--- src/rtl/i2c_tx_sched_pkg.sv ---
// Shared types and constants for the I2C TX packet scheduler.
package i2c_tx_sched_pkg;

  // Scheduler state encoding
  typedef enum logic [1:0] {
    IDLE  = 2'd0,
    SEND  = 2'd1,
    FLUSH = 2'd2
  } state_e;

  localparam int unsigned FIFO_DEPTH = 2;

  // Per-entry tag stored beside each FIFO data word. The data field is kept
  // separate so its width can follow the DW parameter of the instantiating module.
  typedef struct packed {
    logic id;    // owning requester
    logic last;  // final word of its packet
  } fifo_tag_t;

endpackage

--- src/rtl/i2c_tx_fifo2.sv ---
// Two-entry tagged FIFO between the scheduler and the PHY read-return path.
// Push and pop may coincide (also when full); clr empties it and wins over both.
module i2c_tx_fifo2
  import i2c_tx_sched_pkg::*;
#(
  parameter int unsigned DW = 32
) (
  input  logic          clk,
  input  logic          rst,
  input  logic          push,
  input  fifo_tag_t     push_tag,
  input  logic [DW-1:0] push_data,
  input  logic          pop,
  input  logic          clr,
  output logic [1:0]    count,
  output logic          empty,
  output fifo_tag_t     head_tag,
  output logic [DW-1:0] head_data
);

  logic [DW-1:0] data_q [FIFO_DEPTH];
  fifo_tag_t     tag_q  [FIFO_DEPTH];
  logic          rd_q;
  logic [1:0]    cnt_q;

  logic pop_eff;
  logic push_eff;
  logic wr_idx;

  // Effective push/pop and write slot; a full FIFO with a pop writes the slot being freed
  always_comb begin
    pop_eff  = pop & (cnt_q != 2'd0);
    push_eff = push & ~clr & ((cnt_q != 2'(FIFO_DEPTH)) | pop_eff);
    wr_idx   = rd_q ^ cnt_q[0];
  end

  // Storage, read pointer and occupancy
  always_ff @(posedge clk or posedge rst) begin
    if (rst) begin
      for (int i = 0; i < FIFO_DEPTH; i++) begin
        data_q[i] <= '0;
        tag_q[i]  <= '0;
      end
      rd_q  <= 1'b0;
      cnt_q <= 2'd0;
    end else begin
      if (push_eff) begin
        data_q[wr_idx] <= push_data;
        tag_q[wr_idx]  <= push_tag;
      end
      if (clr) begin
        rd_q  <= 1'b0;
        cnt_q <= 2'd0;
      end else begin
        if (pop_eff) rd_q <= ~rd_q;
        cnt_q <= cnt_q + 2'(push_eff) - 2'(pop_eff);
      end
    end
  end

  // Head view; data reads as zero while empty
  always_comb begin
    count     = cnt_q;
    empty     = (cnt_q == 2'd0);
    head_tag  = tag_q[rd_q];
    head_data = empty ? '0 : data_q[rd_q];
  end

endmodule

--- src/rtl/i2c_tx_sched.sv ---
// Packet-level TX scheduler sharing the I2C slave PHY read-return path between
// a status requester (0) and a nonce/data requester (1). Round-robin at packet
// boundaries, packets never interleave, and a PHY read error flushes the rest
// of the current packet.
// Optional build macro I2C_TX_SCHED_TIMEOUT_EN adds a starvation timeout in SEND.
module i2c_tx_sched
  import i2c_tx_sched_pkg::*;
#(
  parameter int unsigned DW      = 32,
  parameter int unsigned CNT_W   = 16,
  parameter int unsigned TIMEOUT = 1024
) (
  input  logic             clk,
  input  logic             rst,
  input  logic             reg_rst,
  input  logic             req0_valid,
  input  logic [DW-1:0]    req0_data,
  input  logic             req0_last,
  output logic             req0_ready,
  input  logic             req1_valid,
  input  logic [DW-1:0]    req1_data,
  input  logic             req1_last,
  output logic             req1_ready,
  output logic             phy_empty,
  input  logic             phy_pop,
  output logic [DW-1:0]    phy_din,
  input  logic             phy_rerr,
  output logic             pkt_done,
  output logic             pkt_done_id,
  output logic             pkt_abort,
  output logic [CNT_W-1:0] done_cnt0,
  output logic [CNT_W-1:0] done_cnt1
);

  state_e state_q, state_d;
  logic   grant_q, grant_d;
  logic   prio_q, prio_d;
  logic   abort_q, abort_d;
  logic   done_q, done_d;
  logic   done_id_q, done_id_d;
  logic [CNT_W-1:0] cnt0_q, cnt0_d;
  logic [CNT_W-1:0] cnt1_q, cnt1_d;

  logic [1:0]    fifo_count;
  logic          fifo_empty;
  fifo_tag_t     head_tag;
  logic [DW-1:0] head_data;
  logic          fifo_push;
  logic          fifo_clr;

  logic          rdy;
  logic          acc;
  logic          g_valid;
  logic          g_last;
  logic [DW-1:0] g_data;
  logic          pop_eff;
  logic          tmo_hit;

  // Granted requester's word and the ready handshake; no path from valid to ready
  always_comb begin
    unique case (state_q)
      SEND:    rdy = (fifo_count < 2'(FIFO_DEPTH)) | phy_pop;
      FLUSH:   rdy = 1'b1;
      default: rdy = 1'b0;
    endcase
    req0_ready = rdy & ~grant_q;
    req1_ready = rdy & grant_q;
    g_valid    = grant_q ? req1_valid : req0_valid;
    g_last     = grant_q ? req1_last  : req0_last;
    g_data     = grant_q ? req1_data  : req0_data;
    acc        = rdy & g_valid;
    pop_eff    = phy_pop & ~fifo_empty;
    fifo_clr   = reg_rst | phy_rerr;
  end

`ifdef I2C_TX_SCHED_TIMEOUT_EN
  localparam int unsigned TW = $clog2(TIMEOUT + 1);
  logic [TW-1:0] tmo_q, tmo_d;

  // Starvation counter: runs while the granted requester is idle and the FIFO has drained
  always_comb begin
    tmo_d   = tmo_q;
    tmo_hit = 1'b0;
    if (reg_rst || state_q != SEND || acc) begin
      tmo_d = '0;
    end else if (!g_valid && fifo_empty) begin
      if (tmo_q == TW'(TIMEOUT - 1)) begin
        tmo_hit = 1'b1;
        tmo_d   = '0;
      end else begin
        tmo_d = tmo_q + 1'b1;
      end
    end
  end

  // Starvation counter register
  always_ff @(posedge clk or posedge rst) begin
    if (rst) tmo_q <= '0;
    else     tmo_q <= tmo_d;
  end
`else
  assign tmo_hit = 1'b0;
`endif

  // Arbitration FSM next state; reg_rst forces the reset values
  always_comb begin
    state_d   = state_q;
    grant_d   = grant_q;
    prio_d    = prio_q;
    abort_d   = 1'b0;
    fifo_push = 1'b0;
    unique case (state_q)
      IDLE: begin
        if (req0_valid | req1_valid) begin
          grant_d = (prio_q ? req1_valid : req0_valid) ? prio_q : ~prio_q;
          state_d = SEND;
        end
      end
      SEND: begin
        fifo_push = acc;
        if (acc && g_last) begin
          // A last word arriving with a read error still closes the packet; it is dropped
          state_d = IDLE;
          prio_d  = ~grant_q;
          abort_d = phy_rerr;
        end else if (phy_rerr || tmo_hit) begin
          state_d = FLUSH;
          abort_d = 1'b1;
        end
      end
      FLUSH: begin
        if (acc && g_last) begin
          state_d = IDLE;
          prio_d  = ~grant_q;
        end
      end
      default: state_d = IDLE;
    endcase
    if (reg_rst) begin
      state_d = IDLE;
      grant_d = 1'b0;
      prio_d  = 1'b0;
      abort_d = 1'b0;
    end
  end

  // Completion detection and per-requester counters, attributed by the entry's stored id
  always_comb begin
    done_d    = pop_eff & head_tag.last;
    done_id_d = done_d ? head_tag.id : done_id_q;
    cnt0_d    = cnt0_q + CNT_W'(done_d & ~head_tag.id);
    cnt1_d    = cnt1_q + CNT_W'(done_d & head_tag.id);
    if (reg_rst) begin
      done_d    = 1'b0;
      done_id_d = 1'b0;
      cnt0_d    = '0;
      cnt1_d    = '0;
    end
  end

  // State and status registers
  always_ff @(posedge clk or posedge rst) begin
    if (rst) begin
      state_q   <= IDLE;
      grant_q   <= 1'b0;
      prio_q    <= 1'b0;
      abort_q   <= 1'b0;
      done_q    <= 1'b0;
      done_id_q <= 1'b0;
      cnt0_q    <= '0;
      cnt1_q    <= '0;
    end else begin
      state_q   <= state_d;
      grant_q   <= grant_d;
      prio_q    <= prio_d;
      abort_q   <= abort_d;
      done_q    <= done_d;
      done_id_q <= done_id_d;
      cnt0_q    <= cnt0_d;
      cnt1_q    <= cnt1_d;
    end
  end

  i2c_tx_fifo2 #(
    .DW (DW)
  ) u_fifo (
    .clk       (clk),
    .rst       (rst),
    .push      (fifo_push),
    .push_tag  ('{id: grant_q, last: g_last}),
    .push_data (g_data),
    .pop       (phy_pop),
    .clr       (fifo_clr),
    .count     (fifo_count),
    .empty     (fifo_empty),
    .head_tag  (head_tag),
    .head_data (head_data)
  );

  assign phy_empty   = fifo_empty;
  assign phy_din     = head_data;
  assign pkt_done    = done_q;
  assign pkt_done_id = done_id_q;
  assign pkt_abort   = abort_q;
  assign done_cnt0   = cnt0_q;
  assign done_cnt1   = cnt1_q;

endmodule

--- config.mk ---
export PLATFORM = sky130hd
export DESIGN_NAME = i2c_tx_sched
export DESIGN_NICKNAME = d
export VERILOG_FILES = /design/src/rtl/i2c_tx_sched_pkg.sv /design/src/rtl/i2c_tx_fifo2.sv /design/src/rtl/i2c_tx_sched.sv
export SDC_FILE = /design/constraint.sdc
export NUM_CORES = 1
export LEC_CHECK = 0
export CAP_MARGIN = 25
export CORE_AREA = 8 8 137 114
export DETAILED_ROUTE_END_ITERATION = 8
export DIE_AREA = 0 0 145 122
export GPL_TIMING_DRIVEN = 0
export PLACE_DENSITY_LB_ADDON = 0.15
export SETUP_SLACK_MARGIN = 0.5
export SLEW_MARGIN = 20
export SYNTH_ARGS = -nofsm -noshare
export SYNTH_HDL_FRONTEND = slang
export SYNTH_SLANG_ARGS = --single-unit
--- constraint.sdc ---
create_clock -name clk -period 3.6 [get_ports clk]
set_clock_uncertainty 0.1 [all_clocks]
set_input_delay 0.54 -clock clk [delete_from_list [all_inputs] [get_ports clk]]
set_output_delay 0.54 -clock clk [all_outputs]
set_load 0.03 [all_outputs]
==> impl_results.md <==
* Status: complete, no violations
* Clock power frac at 0.286
* Worst-margin pin slew at roughly 0.73 ns
* Worst r2r dst: done_cnt1[15]
* Top post-synthesis cells by area: dfrtp_1 47%, mux2_2 13%, mux2_4 7.7%
* Vias in the first global route at between 4000 and 5000
* Max FO, Critical Path at 4
* EDFF count, synth at 0
* Worst Path Required at about 3.8 ns
* First-pass DRT Iterations at 4
* WHS Path Cells at 1
* H-tree levels at 3
* Setup tns final at 0 ns
* First-pass GRT wire length at 23590 um
* Power Density at between 400 and 500 mW/mm2
* Syn Area/Cell at 11.95 um2
* Psw at between 800 and 900 uW
* Most frequent CP cell: nor2_1
* Area share of the largest cell type after synthesis at 0.4701
* Core area at about 0.013 mm2
* Register share of total power at 0.470
* Seq/Total Area, Yosys at 0.4701
* CP Buf/Inv Count at 1
* Routed wire length at roughly 14000 um
* Post-synth ARST share at 1.000
* Max transition margin at 0.5061
* Cell area after layout at between 0.007 and 0.008 mm2
* Startpoint of the worst hold path: u_fifo.data_q[14]
* DP HPWL at between 10000 and 15000 um
* Max incr delay on CP at 0.60 ns
* Initial core utilization at 0.4414
* Die ar. at roughly 0.018 mm2
* Layout area overhead at 34.02%
* Hold Crit Class: flip-flop to flip-flop
* Final worst-path cycle share at 0.8305
* Total CTS buffers at 9
* I/O Buffers at roughly 140
* Delay-heaviest family, CP: simple AND/OR/NAND/NOR gates
* Final-report max-slew violation count at 0
* CTS tree: done
* CP Launch Point: phy_pop
* # IOs at approximately 140
* Final setup vio count at 0
* Worst R2R Setup Slack at 0.96 ns
* Fillers at 1086
* CTS sink count at 110
* Hold Path Sink: u_fifo.data_q[14]
* Min cycle time layout at roughly 3 ns
* Max VDD drop at between 0.2 and 0.25 mV
* Synth Flop Type: dfrtp_1
* Gp weighted congestion at approximately 0.77
* Internal power at 2.438 mW
* Chip Width at around 150 um
* Pleak at 3.323 nW
* Placed cell areas at around 0.0076 mm2
* Gr usage total at 0.1635
* Combinational share of power at 0.244
* Critical path class: input port to flip-flop
* Count leader, synth: dfrtp_1
* Diodes inserted at 0
* R2r worst-path depth at 9
* Final #Nets at 728
* Final Hold Vio Count at 0
* Largest net degree at the start of global routing at 36
* Post-synth cell types at 48
* Crit start category: input port
* Std-Cell Rows at 38
* CTS Root Cell: clkbuf_16
* Initial antenna violation count at 0
* Crit Reg-Reg Startpoint: u_fifo.rd_q
* Number of vias per cell at between 5 and 6
* Residual DRC at 0
* Max-Cap Viols at 0
* DR iter-0 viols at 207
* Avg WL per Cell at roughly 17 um
* Cells along the critical path: clkdlybuf4s50_1, o21ai_0, nand2b_1, nor2_1, ha_1, nand3_1, nor2_1, or4b_2, a21oi_1
* Die height at roughly 120 um
* Clock transition at path regs at approximately 0.07 ns
* Via count at between 4000 and 5000
* Number of nets with antenna violations after routing at 0
* Hold-fix buffers, CTS at 0
* Max Root-Sink Buffers at 2
* Crit path DAT at around 3.2 ns
* Fmax at 0.3345 GHz
* Commonest cells post-synth: 110 x dfrtp_1, 69 x nor2_1, 65 x mux2_2
* YS warnings at 0
* CP Capture Type: flip-flop
* Mapped cell area at 0.005856 mm2
* Layout cell share with drive strength beyond 1 at 0.2114
* Gr ovfl total at 0
* Slowest cell on the critical path: or4b_2
* Post-CTS setup buffers at 0
* Sw frac at 0.2575
* Cell taking the most area after synthesis: dfrtp_1
* Worst skew pair latency at between 0.3 and 0.4 ns
* Syn Nets at 573
* Post-Synthesis Cells at 490
* Final hold slack at ~0.39 ns
* Register bit count reported by yosys at between 100 and 150
* Unrepaired setup endpoints after global routing: false
[cell families after synthesis]
family / synth area share
AOI/OAI and AO/OA: 0.03226
xor gates and xnor gates: 0.04039
adders and majority gates: 0.02137
buffers and inverters: 0.03697
DFF: 0.4701
muxes: 0.2756
and+or+nand+nor: 0.1233
[how the worst max path moves through the flow]
stage	slack, ns	endpoint	depth (start not counted)
3_5_place_dp	0.28	done_cnt1[15]	9
5_1_grt	0.53	done_cnt1[15]	9
2_1_floorplan	1.19	done_cnt1[15]	8
4_1_cts	0.50	phy_din[15]	4
3_3_place_gp	0.32	done_cnt1[15]	9
6_report	0.61	done_cnt1[15]	9
[layer usage]
layer / GRT usage / share of wire / up-vias
li1: - / - / 2017
met1: 0.2088 / 0.47 / 2073
met2: 0.2730 / 0.48 / 97
met3: 0.04299 / 0.047 / 10
met4: 0.04131 / 0.0090 / 0
met5: 0 / 0 / -
[sequential cells by signal, indices dropped and copies added, names as in the netlist]
name / cells
pkt_done: 1
prio_q: 1
pkt_done_id: 1
u_fifo.rd_q: 1
done_cnt1: 16
grant_q: 1
done_cnt0: 16
u_fifo.data_q: 64
u_fifo.tag_q: 4
state_q: 2
u_fifo.count: 2
pkt_abort: 1
[metrics by stage]
step	total power, mW	cells	setup WS (ns)	util
finish	3.283	828	0.6104	0.5916
global route	3.463	828	0.5291	0.5916
CTS	3.328	828	0.5045	0.5907
detailed placement	2.365	814	0.2840	0.5696
global placement	2.321	811	0.3245	0.5651
floorplan	2.128	490	1.194	-
[placed cells by master, fill, tap and decap left out, drive strengths merged, types with 8 or more instances in the layout]
| cell type | Yosys | layout |
|---|---|---|
| buf | 12 | 14 |
| clkbuf | 11 | 25 |
| clkdlybuf4s50 | 0 | 139 |
| dfrtp | 110 | 110 |
| ha | 10 | 10 |
| inv | 11 | 10 |
| mux2 | 104 | 104 |
| mux2i | 33 | 33 |
| nand2 | 11 | 11 |
| nand3 | 12 | 12 |
| nand4 | 10 | 10 |
| nor2 | 69 | 69 |
| nor3 | 8 | 8 |
| xnor2 | 14 | 14 |
| xor2 | 13 | 13 |
[final cells by class]
type,count,area [um2],area share
Tap cell,180,225.2,0.02870
Inverter,11,45.04,0.005740
Multi-Input combinational cell,344,2889,0.3681
Timing Repair Buffer,144,1476,0.1881
Sequential cell,110,2753,0.3508
Buffer,25,183.9,0.02344
Clock buffer,13,270.3,0.03444
Clock inverter,1,5.005,0.0006378
[power by group through the flow]
| stage | Clock, mW | Combinational [mW] | Sequential (mW) |
|---|---|---|---|
| 2_1_floorplan | 0 | 0.595 | 1.53 |
| 3_3_place_gp | 0 | 0.769 | 1.55 |
| 3_5_place_dp | 0 | 0.804 | 1.56 |
| 4_1_cts | 0.976 | 0.810 | 1.54 |
| 5_1_grt | 1.02 | 0.877 | 1.56 |
| 6_report | 0.940 | 0.800 | 1.54 |
[repair_timing]
| action | in CTS | in global routing |
|---|---|---|
| setup endpoints to repair | 31 | 22 |
| pin swaps | 0 | 0 |
| resized for setup | 4 | 6 |
Power figures use the tool's default switching activity.
